===== src/rtl/cargador_instrucciones.sv =====
// cargador_instrucciones: writes 32-bit instruction words into a byte-wide memory, MSB first.
// Ports:
//   clk, rst                 clock and synchronous active-high reset
//   inicio_i                 start/restart a load session (INACTIVO or FIN only)
//   palabra_i, ultima_i      instruction word and last-word flag, qualified by palabra_valida_i
//   palabra_lista_o          ready for a word
//   mem_we_o/dir_o/dato_o    byte write port of the instruction memory
//   cargando_o, fin_o        session active / session finished (sticky)
//   desborde_o               word rejected for lack of space (sticky)
//   palabras_cargadas_o      words fully written in this session
module cargador_instrucciones #(
    parameter int PROFUNDIDAD = 256,
    parameter int ANCHO_DIR   = 8,
    parameter int DIR_INICIO  = 0
) (
    input  logic                 clk,
    input  logic                 rst,
    input  logic                 inicio_i,
    input  logic [31:0]          palabra_i,
    input  logic                 palabra_valida_i,
    input  logic                 ultima_i,
    output logic                 palabra_lista_o,
    output logic                 mem_we_o,
    output logic [ANCHO_DIR-1:0] mem_dir_o,
    output logic [7:0]           mem_dato_o,
    output logic                 cargando_o,
    output logic                 fin_o,
    output logic                 desborde_o,
    output logic [ANCHO_DIR-1:0] palabras_cargadas_o
);
    typedef enum logic [1:0] {INACTIVO, ESPERA, ESCRIBE, FIN} estado_t;
    localparam logic [ANCHO_DIR:0] PTR_INICIO = (ANCHO_DIR+1)'(DIR_INICIO);
    localparam logic [ANCHO_DIR:0] PTR_LIMITE = (ANCHO_DIR+1)'(PROFUNDIDAD-4);
    localparam logic [ANCHO_DIR:0] PTR_PASO   = (ANCHO_DIR+1)'(4);
    localparam logic [ANCHO_DIR-1:0] CNT_UNO  = ANCHO_DIR'(1);
    estado_t              estado_q;
    logic [ANCHO_DIR:0]   ptr_q;
    logic [1:0]           idx_q;
    logic [31:0]          word_q;
    logic                 ult_q;
    logic [ANCHO_DIR-1:0] cnt_q;
    logic                 fin_q;
    logic                 desb_q;
    logic                 escribe;
    logic [1:0]           sel;
    always_ff @(posedge clk) begin
        if (rst) begin
            estado_q <= INACTIVO;
            ptr_q    <= PTR_INICIO;
            idx_q    <= 2'd0;
            word_q   <= 32'd0;
            ult_q    <= 1'b0;
            cnt_q    <= '0;
            fin_q    <= 1'b0;
            desb_q   <= 1'b0;
        end else begin
            case (estado_q)
                INACTIVO, FIN: begin
                    if (inicio_i) begin
                        ptr_q    <= PTR_INICIO;
                        cnt_q    <= '0;
                        fin_q    <= 1'b0;
                        desb_q   <= 1'b0;
                        estado_q <= ESPERA;
                    end
                end
                ESPERA: begin
                    if (palabra_valida_i) begin
                        word_q <= palabra_i;
                        ult_q  <= ultima_i;
                        // ptr is one bit wider than the address so a full memory never wraps to 0
                        if (ptr_q > PTR_LIMITE) begin
                            desb_q   <= 1'b1;
                            fin_q    <= 1'b1;
                            estado_q <= FIN;
                        end else begin
                            idx_q    <= 2'd0;
                            estado_q <= ESCRIBE;
                        end
                    end
                end
                ESCRIBE: begin
                    idx_q <= idx_q + 2'd1;
                    if (idx_q == 2'd3) begin
                        ptr_q    <= ptr_q + PTR_PASO;
                        cnt_q    <= cnt_q + CNT_UNO;
                        fin_q    <= ult_q;
                        estado_q <= ult_q ? FIN : ESPERA;
                    end
                end
            endcase
        end
    end
    assign escribe             = estado_q == ESCRIBE;
    assign sel                 = escribe ? idx_q : 2'd0;
    assign palabra_lista_o     = estado_q == ESPERA;
    assign cargando_o          = estado_q == ESPERA || escribe;
    assign mem_we_o            = escribe;
    assign mem_dir_o           = ptr_q[ANCHO_DIR-1:0] + ANCHO_DIR'(sel);
    assign mem_dato_o          = sel == 2'd0 ? word_q[31:24] :
                                 sel == 2'd1 ? word_q[23:16] :
                                 sel == 2'd2 ? word_q[15:8]  : word_q[7:0];
    assign fin_o               = fin_q;
    assign desborde_o          = desb_q;
    assign palabras_cargadas_o = cnt_q;
endmodule

===== config.mk =====
export PLATFORM = sky130hd
export DESIGN_NAME = cargador_instrucciones
export DESIGN_NICKNAME = d
export VERILOG_FILES = /design/src/rtl/cargador_instrucciones.sv
export SDC_FILE = /design/constraint.sdc
export NUM_CORES = 1
export LEC_CHECK = 0
export BUFFER_PORTS_ARGS = -buffer_cell sky130_fd_sc_hd__buf_4
export CORE_MARGIN = 8
export CORE_UTILIZATION = 45
export CTS_CLUSTER_SIZE = 28
export DETAILED_ROUTE_END_ITERATION = 12
export GPL_TIMING_DRIVEN = 1
export PLACE_DENSITY = 0.78
export RECOVER_POWER = 25
export REMOVE_ABC_BUFFERS = 1
export SYNTH_ARGS = -nofsm -noshare
export SYNTH_HDL_FRONTEND = slang
export SYNTH_SLANG_ARGS = --single-unit

===== constraint.sdc =====
create_clock -name clk -period 1.8 [get_ports clk]
set_input_delay 0.09 -clock clk [delete_from_list [all_inputs] [get_ports clk]]
set_output_delay 0.09 -clock clk [all_outputs]
set_load 0.02 [all_outputs]

* Yosys cells after proc, flatten, opt, wreduce, memory -nomap -nowiden
Index checks and enable logic that the tools add are counted.
** Word-level totals
- Bits in registers :: 56
- Word-level logic and storage cells :: 62
** Cells by class
- Add/subtract/negate cells :: 4
- $lt $le $gt $ge :: 1
- Equal/unequal tests :: 11
- Multiplexer cells :: 25
- Reduce and logical (&&, ||, !) cells :: 13
** Operators by type and width (number)
- two-way mux 8 bit :: 5
- two-way mux 9 bit :: 2
- one-hot mux 9 bit (2 select lines) :: 1
- one-hot mux 8 bit (2 select lines) :: 1
- two-way mux 2 bit :: 7
- adder 9 x 3 -> 9 bit, second input constant :: 1
- > comparator 9 x 8 -> 1 bit, second input constant :: 1
- AND reduction 3 bit :: 3
- adder 8 x 1 -> 8 bit, second input constant :: 1
- adder 8 x 2 -> 8 bit :: 1
- equality test 2 bit, second input constant :: 4
- AND reduction 4 bit :: 2
- inequality test 2 bit, second input constant :: 3
- one-hot mux 2 bit (3 select lines) :: 1
- nonzero test 2 bit :: 3
- two-way mux 1 bit :: 5
- equality test 2 x 1 -> 1 bit, second input constant :: 2
- zero test 2 bit :: 2
- inequality test 2 x 1 -> 1 bit, second input constant :: 2
- one-hot mux 2 bit (2 select lines) :: 1
- one-hot mux 1 bit (3 select lines) :: 1
- adder 2 x 1 -> 2 bit, second input constant :: 1
- one-hot mux 1 bit (2 select lines) :: 1
- AND reduction 2 bit :: 1
- 2 further kinds :: 2

* Depth between registers and ports, before layout
Gate-level depths: netlist of run 1.
- Depth in word-level cells :: 6
- Gate-level depth with buffers :: 8
- Mapped depth without buffers :: 6

* Least setup slack after synthesis of run 1
Ideal clock, no wire load.
- Path kind :: register to output
- Start point :: register estado_q[0]
- End point :: output port mem_dato_o[0]
- Data arrival time :: 1.950 ns
- Setup slack :: -0.240 ns
- Cell stages (with the launch flop) :: 9
- Buffers on the path :: 2
- Cells stage by stage :: dfxtp_1 inv_1 ha_1 and2_1 buf_2 buf_4 nand2_2 a211oi_1 o31ai_1
** Between the ends
- Longest elaborated chain between the ends :: 6
- Elaborated cells on any way between the ends :: 8
** Ends and longest elaborated chain
- start, declared :: line 36 : estado_t estado_q;
- start signal, assigned :: line 88 : estado_q <= ult_q ? FIN : ESPERA;
- equality test 2 bit * :: line 94 : assign escribe = estado_q == ESCRIBE;
- named net mem_we_o :: line 23 : output logic mem_we_o,
- two-way mux 2 bit * :: line 95 : assign sel = escribe ? idx_q : 2'd0;
- equality test 2 bit :: line 102 : sel == 2'd2 ? word_q[15:8] : word_q[7:0];
- two-way mux 8 bit :: line 102
- two-way mux 8 bit :: line 101 : sel == 2'd1 ? word_q[23:16] :
- two-way mux 8 bit * :: line 100 : assign mem_dato_o = sel == 2'd0 ? word_q[31:24] :
- end, declared :: line 25 : output logic [7:0] mem_dato_o,
The timed path passes the listed nets; every way through them passes the cells marked *.

* Worst setup path after layout of run 1
- Start point :: register estado_q[0]
- End point :: output port mem_dato_o[4]
** Between the ends
- Longest elaborated chain between the ends :: 6
- Elaborated cells on any way between the ends :: 8
** Ends and longest elaborated chain (line)
- equality test 2 bit * :: 94
- two-way mux 2 bit * :: 95
- equality test 2 bit :: 102
- two-way mux 8 bit :: 102
- two-way mux 8 bit :: 101
- two-way mux 8 bit * :: 100
Mark *: on every way between the ends. The rest lies on a longest branch, timed or not.

==> run metrics, run 1 <==
RSZ-0062 raised after global routing yes; endpoints failing setup 8; top-area cell type share of the netlist area 40.4%; HP Start palabra_i[1]; worst reg2reg path startpoint estado_q[0]; Cells after Synth 334; Diodes inserted 0; die area 0.00866 sq mm; Worst-path clk slew 0.10 ns; Compound-Gate Fraction of Synth Area 17.6%; largest net degree at the start of global routing 38; core area 0.00582 sq mm; Area contributors post-synth dfxtp_1 40%, nand2_1 12%, a21oi_1 7.5%; First DRT Iteration DRCs 211; VDD IR max 532 uV; Area Overhead vs Synth 35.3%; WL final 7.26 mm; GP Congestion 0.841; worst hold path type input pin to flop; Tmin final 1.95 ns; Total Nets Final 457; post-synth top area cell dfxtp_1; synthesized area 0.00267 sq mm; clk_lat worst skew 0.31 ns; power per cell area 828 mW/mm^2; Placed Instances 466; xor and xnor area share after synthesis 2.29%; Leak Pwr 0.00143 uW; Comb pwr share 30.9%; Worst Setup End Kind primary output; CP Class flop to primary output; Sw Pwr 1020 uW; cell depth of the worst setup path 8; IO Pins 66; Final WS setup -0.153 ns; first-pass GRT wire length 11.6 mm; row cnt 28; Yosys warning total 0; WP data arrival 1.86 ns; vias in the first global route 2513; Port Buffer Count 65; DP Wirelength 4.87 mm; Pint 1980 uW; unique cell type count in the Yosys netlist 49; Post-Synth Adder-Cell Area 3.28%; asr flop ratio synth 0%; synth cell count leaders 83 x nand2_1, 54 x dfxtp_1, 40 x a21oi_1; drt first pass iters 4; Clock Tree Buf Depth 2; Final Hold Vio Count 0; post-placement worst setup slack -0.0216 ns; startpoint types flop; Root Driver clkbuf_8; #FFs+latches synth 54; initial antenna violation count 0; cells on worst reg2reg path 8; Flop pwr share 45.6%; final worst-path cycle share 109%; CP max stage cell dfxtp_2; fraction of layout cells with a size suffix above 1 30.9%; Final Non-Filler Cells 489; CP Capture Point mem_dato_o[4]; Post-DRT Antenna Nets 0; DRC viols 0; grt total ovfl 0; syn_area_per_cell 8.01 sq um; Hold Worst Slack 0.0151 ns; crit path max fanout 8; number of synthesized flops with an enable pin 0; drt via density 5.29; Fillers 523; critical-path cell list inv_4, ha_4, and2_4, buf_6, and3_4, a211oi_2, o31ai_2, buf_4; Starting Density 46.0%; Post-Synth Simple-Gate Area 28.2%; CP delay by family, top simple AND/OR/NAND/NOR gates; Worst Skew 0.0132 ns; main combinational cell family by area after synthesis simple AND/OR/NAND/NOR gates; multiplexer area fraction after synthesis 3.18%; reg-to-reg critical path endpoint fin_o; routed vias 2588; DR WL/cell 14.9 microns; Slew Viols, Final 0; Horiz. Die Dim 93.1 microns; most common cell in the netlist nand2_1; Synth Flop Type dfxtp_1; Max-Cap Viols 0; register area share after synthesis 40.4%; status finished with violations; Clock power frac 23.5%; H-tree depth 2; Die Ht 93.1 microns; CP startpoint estado_q[0]; Worst Path Buf+Inv 3; CTS Sinks 54; TritonCTS Buffers 5; TritonCTS clock tree yes; failing checks negative setup slack; sw frac 34.0%; FF-to-FF setup slack 0.10 ns; GRT Total Usage 16.2%; Crit path largest cell delay 0.35 ns; Max Freq 512 MHz; required time of the critical path 1.71 ns
## per-stage QoR
stage / setup TNS, ns / area (sq um) / util, % / power (uW)
finish: -0.955 / 3620 / 62.2 / 2990
global route: -1.55 / 3620 / 62.2 / 3150
CTS: -1.16 / 3580 / 61.5 / 2960
detailed placement: -0.0216 / 3300 / 56.7 / 2230
global placement: 0 / 3300 / 56.7 / 2200
floorplan: -17.47 / 2580 / - / 1880
## how the worst min path moves through the flow
stage                 endpoint  slack (ns)  cells past startpoint
floorplan             idx_q[1]        0.16                      1
global placement     word_q[3]        0.34                      3
detailed placement  word_q[27]        0.35                      3
CTS                 word_q[17]       0.008                      3
global route         word_q[9]       0.006                      3
finish               word_q[1]        0.02                      3
## area by class of cell
class                           count  area (sq um)  area share, %
Sequential cell                    54          1090           30.1
Multi-Input combinational cell    251          1610           44.4
Clock buffer                        5          68.8           1.90
Tap cell                           75          93.8           2.59
Clock inverter                      3          26.3          0.726
Timing Repair Buffer               92           698           19.3
Inverter                            9          36.3           1.00
## worst reg2reg max path, stage by stage (launching register included)
cell	delay, ns
dfxtp_2	0.38
inv_4	0.06
ha_4	0.17
buf_4	0.18
nor2b_4	0.17
a211oi_2	0.18
buf_4	0.15
o21ai_2	0.05
mux2_4	0.30
## sequential cells by signal (all words and copies together), names as in the netlist
name and cells:
palabras_cargadas_o 8, fin_o 1, ult_q 1, estado_q 2, ptr_q 7, idx_q 2
word_q 32, desborde_o 1
## cells by family after synthesis
kind of cell	Yosys count
adders and majority gates	7
buffers and inverters	30
muxes	8
AOI/OAI and AO/OA	74
DFF	54
other	1
and+or+nand+nor	153
xor gates and xnor gates	7
## power by group through the flow
stage	logic, uW	registers (uW)	clock network, uW
floorplan	519	1360	0
global placement	834	1360	0
detailed placement	859	1370	0
CTS	886	1350	719
global route	1010	1380	761
finish	925	1370	702
## layout by cell type (no fill, tap or decap), types with 2 or more instances in the layout
cell       n
nand3_1    6
ha_1       4
a211oi_1   3
o31ai_2    4
o21ai_0    4
and3_4     2
clkbuf_8   5
xnor2_1    4
dfxtp_1   51
or3_1      8
buf_12     2
a32oi_1    2
buf_6      4
nor3_1     5
inv_1      7
and3_1     7
dfxtp_2    2
clkinv_4   3
a211oi_2   8
o31ai_1    4
a21oi_1   40
clkbuf_1  16
nand4_2    2
mux2i_1    7
o21ai_1    2
nor4_1     2
nand2_4    2
nand2_1   82
ha_4       2
nand2b_1   3
buf_4     68
nor2_1    15
xor2_1     3
nor3_2     5
## layer usage
metal | track usage (%) | part of all wire, % | up-vias
met2 | 28.0 | 51 | 48
met3 | 3.45 | 3.5 | 10
met4 | 5.10 | 1.6 | 0
met5 | 0 | 0 | -
met1 | 19.5 | 44 | 1222
li1 | - | - | 1308
## timing repair
| item | in CTS | in global routing |
|---|---|---|
| endpoints found under the setup margin | 10 | 14 |
| gates cloned | 2 | 0 |
| gates resized for setup | 24 | 17 |
| pin swaps | 11 | 9 |
| hold buffers | 0 | 0 |
| setup buffers | 11 | 3 |
| endpoints found under the hold margin | 0 | 0 |
Power figures use the tool's default switching activity.
==> inputs of run 2 (changes only) <==
--- a/config.mk
+++ b/config.mk
@@ -5,8 +5,9 @@
 export SDC_FILE = /design/constraint.sdc
 export NUM_CORES = 1
 export LEC_CHECK = 0
+export ABC_AREA = 1
 export BUFFER_PORTS_ARGS = -buffer_cell sky130_fd_sc_hd__buf_4
-export CORE_MARGIN = 8
+export CORE_MARGIN = 2
 export CORE_UTILIZATION = 45
 export CTS_CLUSTER_SIZE = 28
 export DETAILED_ROUTE_END_ITERATION = 12
@@ -14,6 +15,7 @@
 export PLACE_DENSITY = 0.78
 export RECOVER_POWER = 25
 export REMOVE_ABC_BUFFERS = 1
+export SETUP_SLACK_MARGIN = 0.5
 export SYNTH_ARGS = -nofsm -noshare
 export SYNTH_HDL_FRONTEND = slang
 export SYNTH_SLANG_ARGS = --single-unit
==> run 2 against run 1 <==
Effect of this change: the run still ends with negative setup slack left; sequential cell count stayed put; largest power group is now combinational logic; total power grew 120%; critical endpoint unchanged; cell count is 16% higher; sequential share of layout area down 5.1 points; via count rose by 21%; worst hold slack lost 0.015 ns; die area shrank 24%; maximum frequency is 5.4% higher; sequential power up 27%; clock power up 3.7%; utilization up 13 points.
==> run metrics, run 2 <==
Die Ht 81.0 microns; Post-DRT Antenna Nets 0; Final Hold Vio Count 0; Flop pwr share 26.2%; Synth Flop Type dfxtp_1; worst hold path type input pin to flop; Leak Pwr 0.00190 uW; startpoint types flop; number of synthesized flops with an enable pin 0; synthesized area 0.00267 sq mm; Cells after Synth 396; Comb pwr share 62.8%; Starting Density 45.9%; RSZ-0062 raised after global routing yes; Yosys warning total 0; syn_area_per_cell 6.75 sq um; GRT Total Usage 22.8%; Final Power 6640 uW; vias in the first global route 2581; largest net degree at the start of global routing 41; DRC viols 0; initial antenna violation count 0; CTS Sinks 54; drt first pass iters 4; post-synth top area cell dfxtp_1; Port Buffer Count 65; Horiz. Die Dim 81.0 microns; CP Class flop to primary output; Clock Tree Buf Depth 2; drt via density 5.54; power per cell area 1510 mW/mm^2; IO Pins 66; Max-Cap Viols 0; most common cell in the netlist nand2_1; sw frac 44.2%; status finished with violations; Diodes inserted 0; GP Congestion 0.847; failing checks negative setup slack; synth cell count leaders 79 x nand2_1, 76 x nor2_1, 54 x dfxtp_1; Largest register FFs 32; Slew Viols, Final 0; VDD IR max 1060 uV; crit path max fanout 8; DR WL/cell 17.8 microns; fraction of layout cells with a size suffix above 1 44.0%; endpoints failing setup 8; first-pass GRT wire length 11.8 mm; clk_lat worst skew 0.32 ns; post-placement worst setup slack 0.0136 ns; Pint 3700 uW; asr flop ratio synth 0%; Clock power frac 11.0%; DP Wirelength 4.55 mm; Final Non-Filler Cells 566; Area contributors post-synth dfxtp_1 40%, nand2_1 11%, nor2_1 11%; Total Nets Final 534; routed vias 3137; top-area cell type share of the netlist area 40.5%; WP data arrival 1.76 ns; Worst Skew 0.00648 ns; register area share after synthesis 40.5%; row cnt 28; TritonCTS clock tree yes; WL final 10.1 mm; Worst-path clk slew 0.11 ns; most common cell after layout, fill and taps aside nand2_1; #FFs+latches synth 54; First DRT Iteration DRCs 204; Sw Pwr 2940 uW; final worst-path cycle share 103%; Worst Setup End Kind primary output; TritonCTS Buffers 5; Max Freq 540 MHz; H-tree depth 2; required time of the critical path 1.71 ns; Area Overhead vs Synth 64.4%; most flop-heavy register word_q; Tmin final 1.85 ns; unique cell type count in the Yosys netlist 25; Placed Instances 524; grt total ovfl 0; die area 0.00657 sq mm; most frequent cells in the layout 65 x nand2_1, 55 x buf_4, 50 x dfxtp_1; core area 0.00582 sq mm; Root Driver clkbuf_8; Final WS setup -0.0525 ns
[run 2: cell types whose count changed after synthesis, moves of 8 or more]
cell      delta
a21oi_1     -16
nor2_1      +60
nand3_1      +9
nor3_1       -9
o21ai_0     +39
inv_1       +31
or3_1        -8
o31ai_1      -8
a211oi_1    -10
and3_1       -9
[run 2: cell families after synthesis]
family	synth area share, %
adder cells (fa/ha/maj)	3.28
AND/OR/NAND/NOR	29.2
flip-flops	40.5
AO/OA/AOI/OAI	16.2
other	0.140
buffers and inverters	9.70
XOR/XNOR	0.984
[run 2: critical path, stage by stage (launching register included)]
cell	delay, ns
dfxtp_4	0.37
inv_4	0.08
ha_4	0.19
nand2_8	0.09
buf_12	0.14
clkinv_8	0.06
nand2_8	0.07
o211ai_1	0.19
nand2_1	0.10
buf_6	0.14
[run 2: final timing paths]
kind | from | to | slack [ns] | depth (start not counted)
setup / recovery | estado_q[0] | mem_dato_o[4] | -0.05 | 9
hold reg to reg | word_q[5] | word_q[5] | 0.47 | 2
hold / removal | palabra_i[29] | word_q[29] | 0.0005 | 3
setup reg to reg | estado_q[0] | fin_o | 0.14 | 11
[run 2: power groups by stage]
stage               Clock (uW)  Sequential (uW)  Combinational (uW)
global placement             0             1590                1940
CTS                        721             1620                2700
floorplan                    0             1580                1240
detailed placement           0             1600                1970
finish                     728             1740                4170
global route               762             1760                4390
[run 2: per-layer routing]
| layer | part of all wire, % | routed length [microns] | global-route usage (%) | vias to the layer above |
|---|---|---|---|---|
| met1 | 38 | 3840 | 29.0 | 1466 |
| met5 | 0 | 0 | 0 | - |
| li1 | - | - | - | 1459 |
| met4 | 3.1 | 317 | 8.14 | 0 |
| met2 | 52 | 5210 | 38.6 | 176 |
| met3 | 7.0 | 707 | 4.11 | 36 |
[run 2: area by class of cell]
class	instances	area [sq um]
timing repair buffer	104	995
multi-input combinational	284	1920
sequential	54	1100
clock buffer	5	68.8
clock inverter	3	23.8
tap	75	93.8
fill	376	1420
inverter	41	194
[run 2: per-stage QoR]
stage	area (sq um)	hold slack (ns)	setup TNS [ns]	utilization, %
2_1_floorplan	2570	0.159	-13.75	-
3_3_place_gp	3230	0.307	0	55.5
3_5_place_dp	3230	0.309	0	55.5
4_1_cts	3660	0.0121	0	62.9
5_1_grt	4390	0.0190	-0.884	75.5
6_report	4390	0.000453	-0.264	75.5
[run 2: repair_timing]
| item | 4_1_cts | 5_1_grt |
|---|---|---|
| gates resized for setup | 66 | 166 |
| endpoints found under the hold margin | 5 | 0 |
| gates cloned | 2 | 7 |
| hold buffers | 1 | 0 |
| endpoints found under the setup margin | 67 | 63 |
| setup buffers | 13 | 11 |
| pin swaps | 13 | 44 |
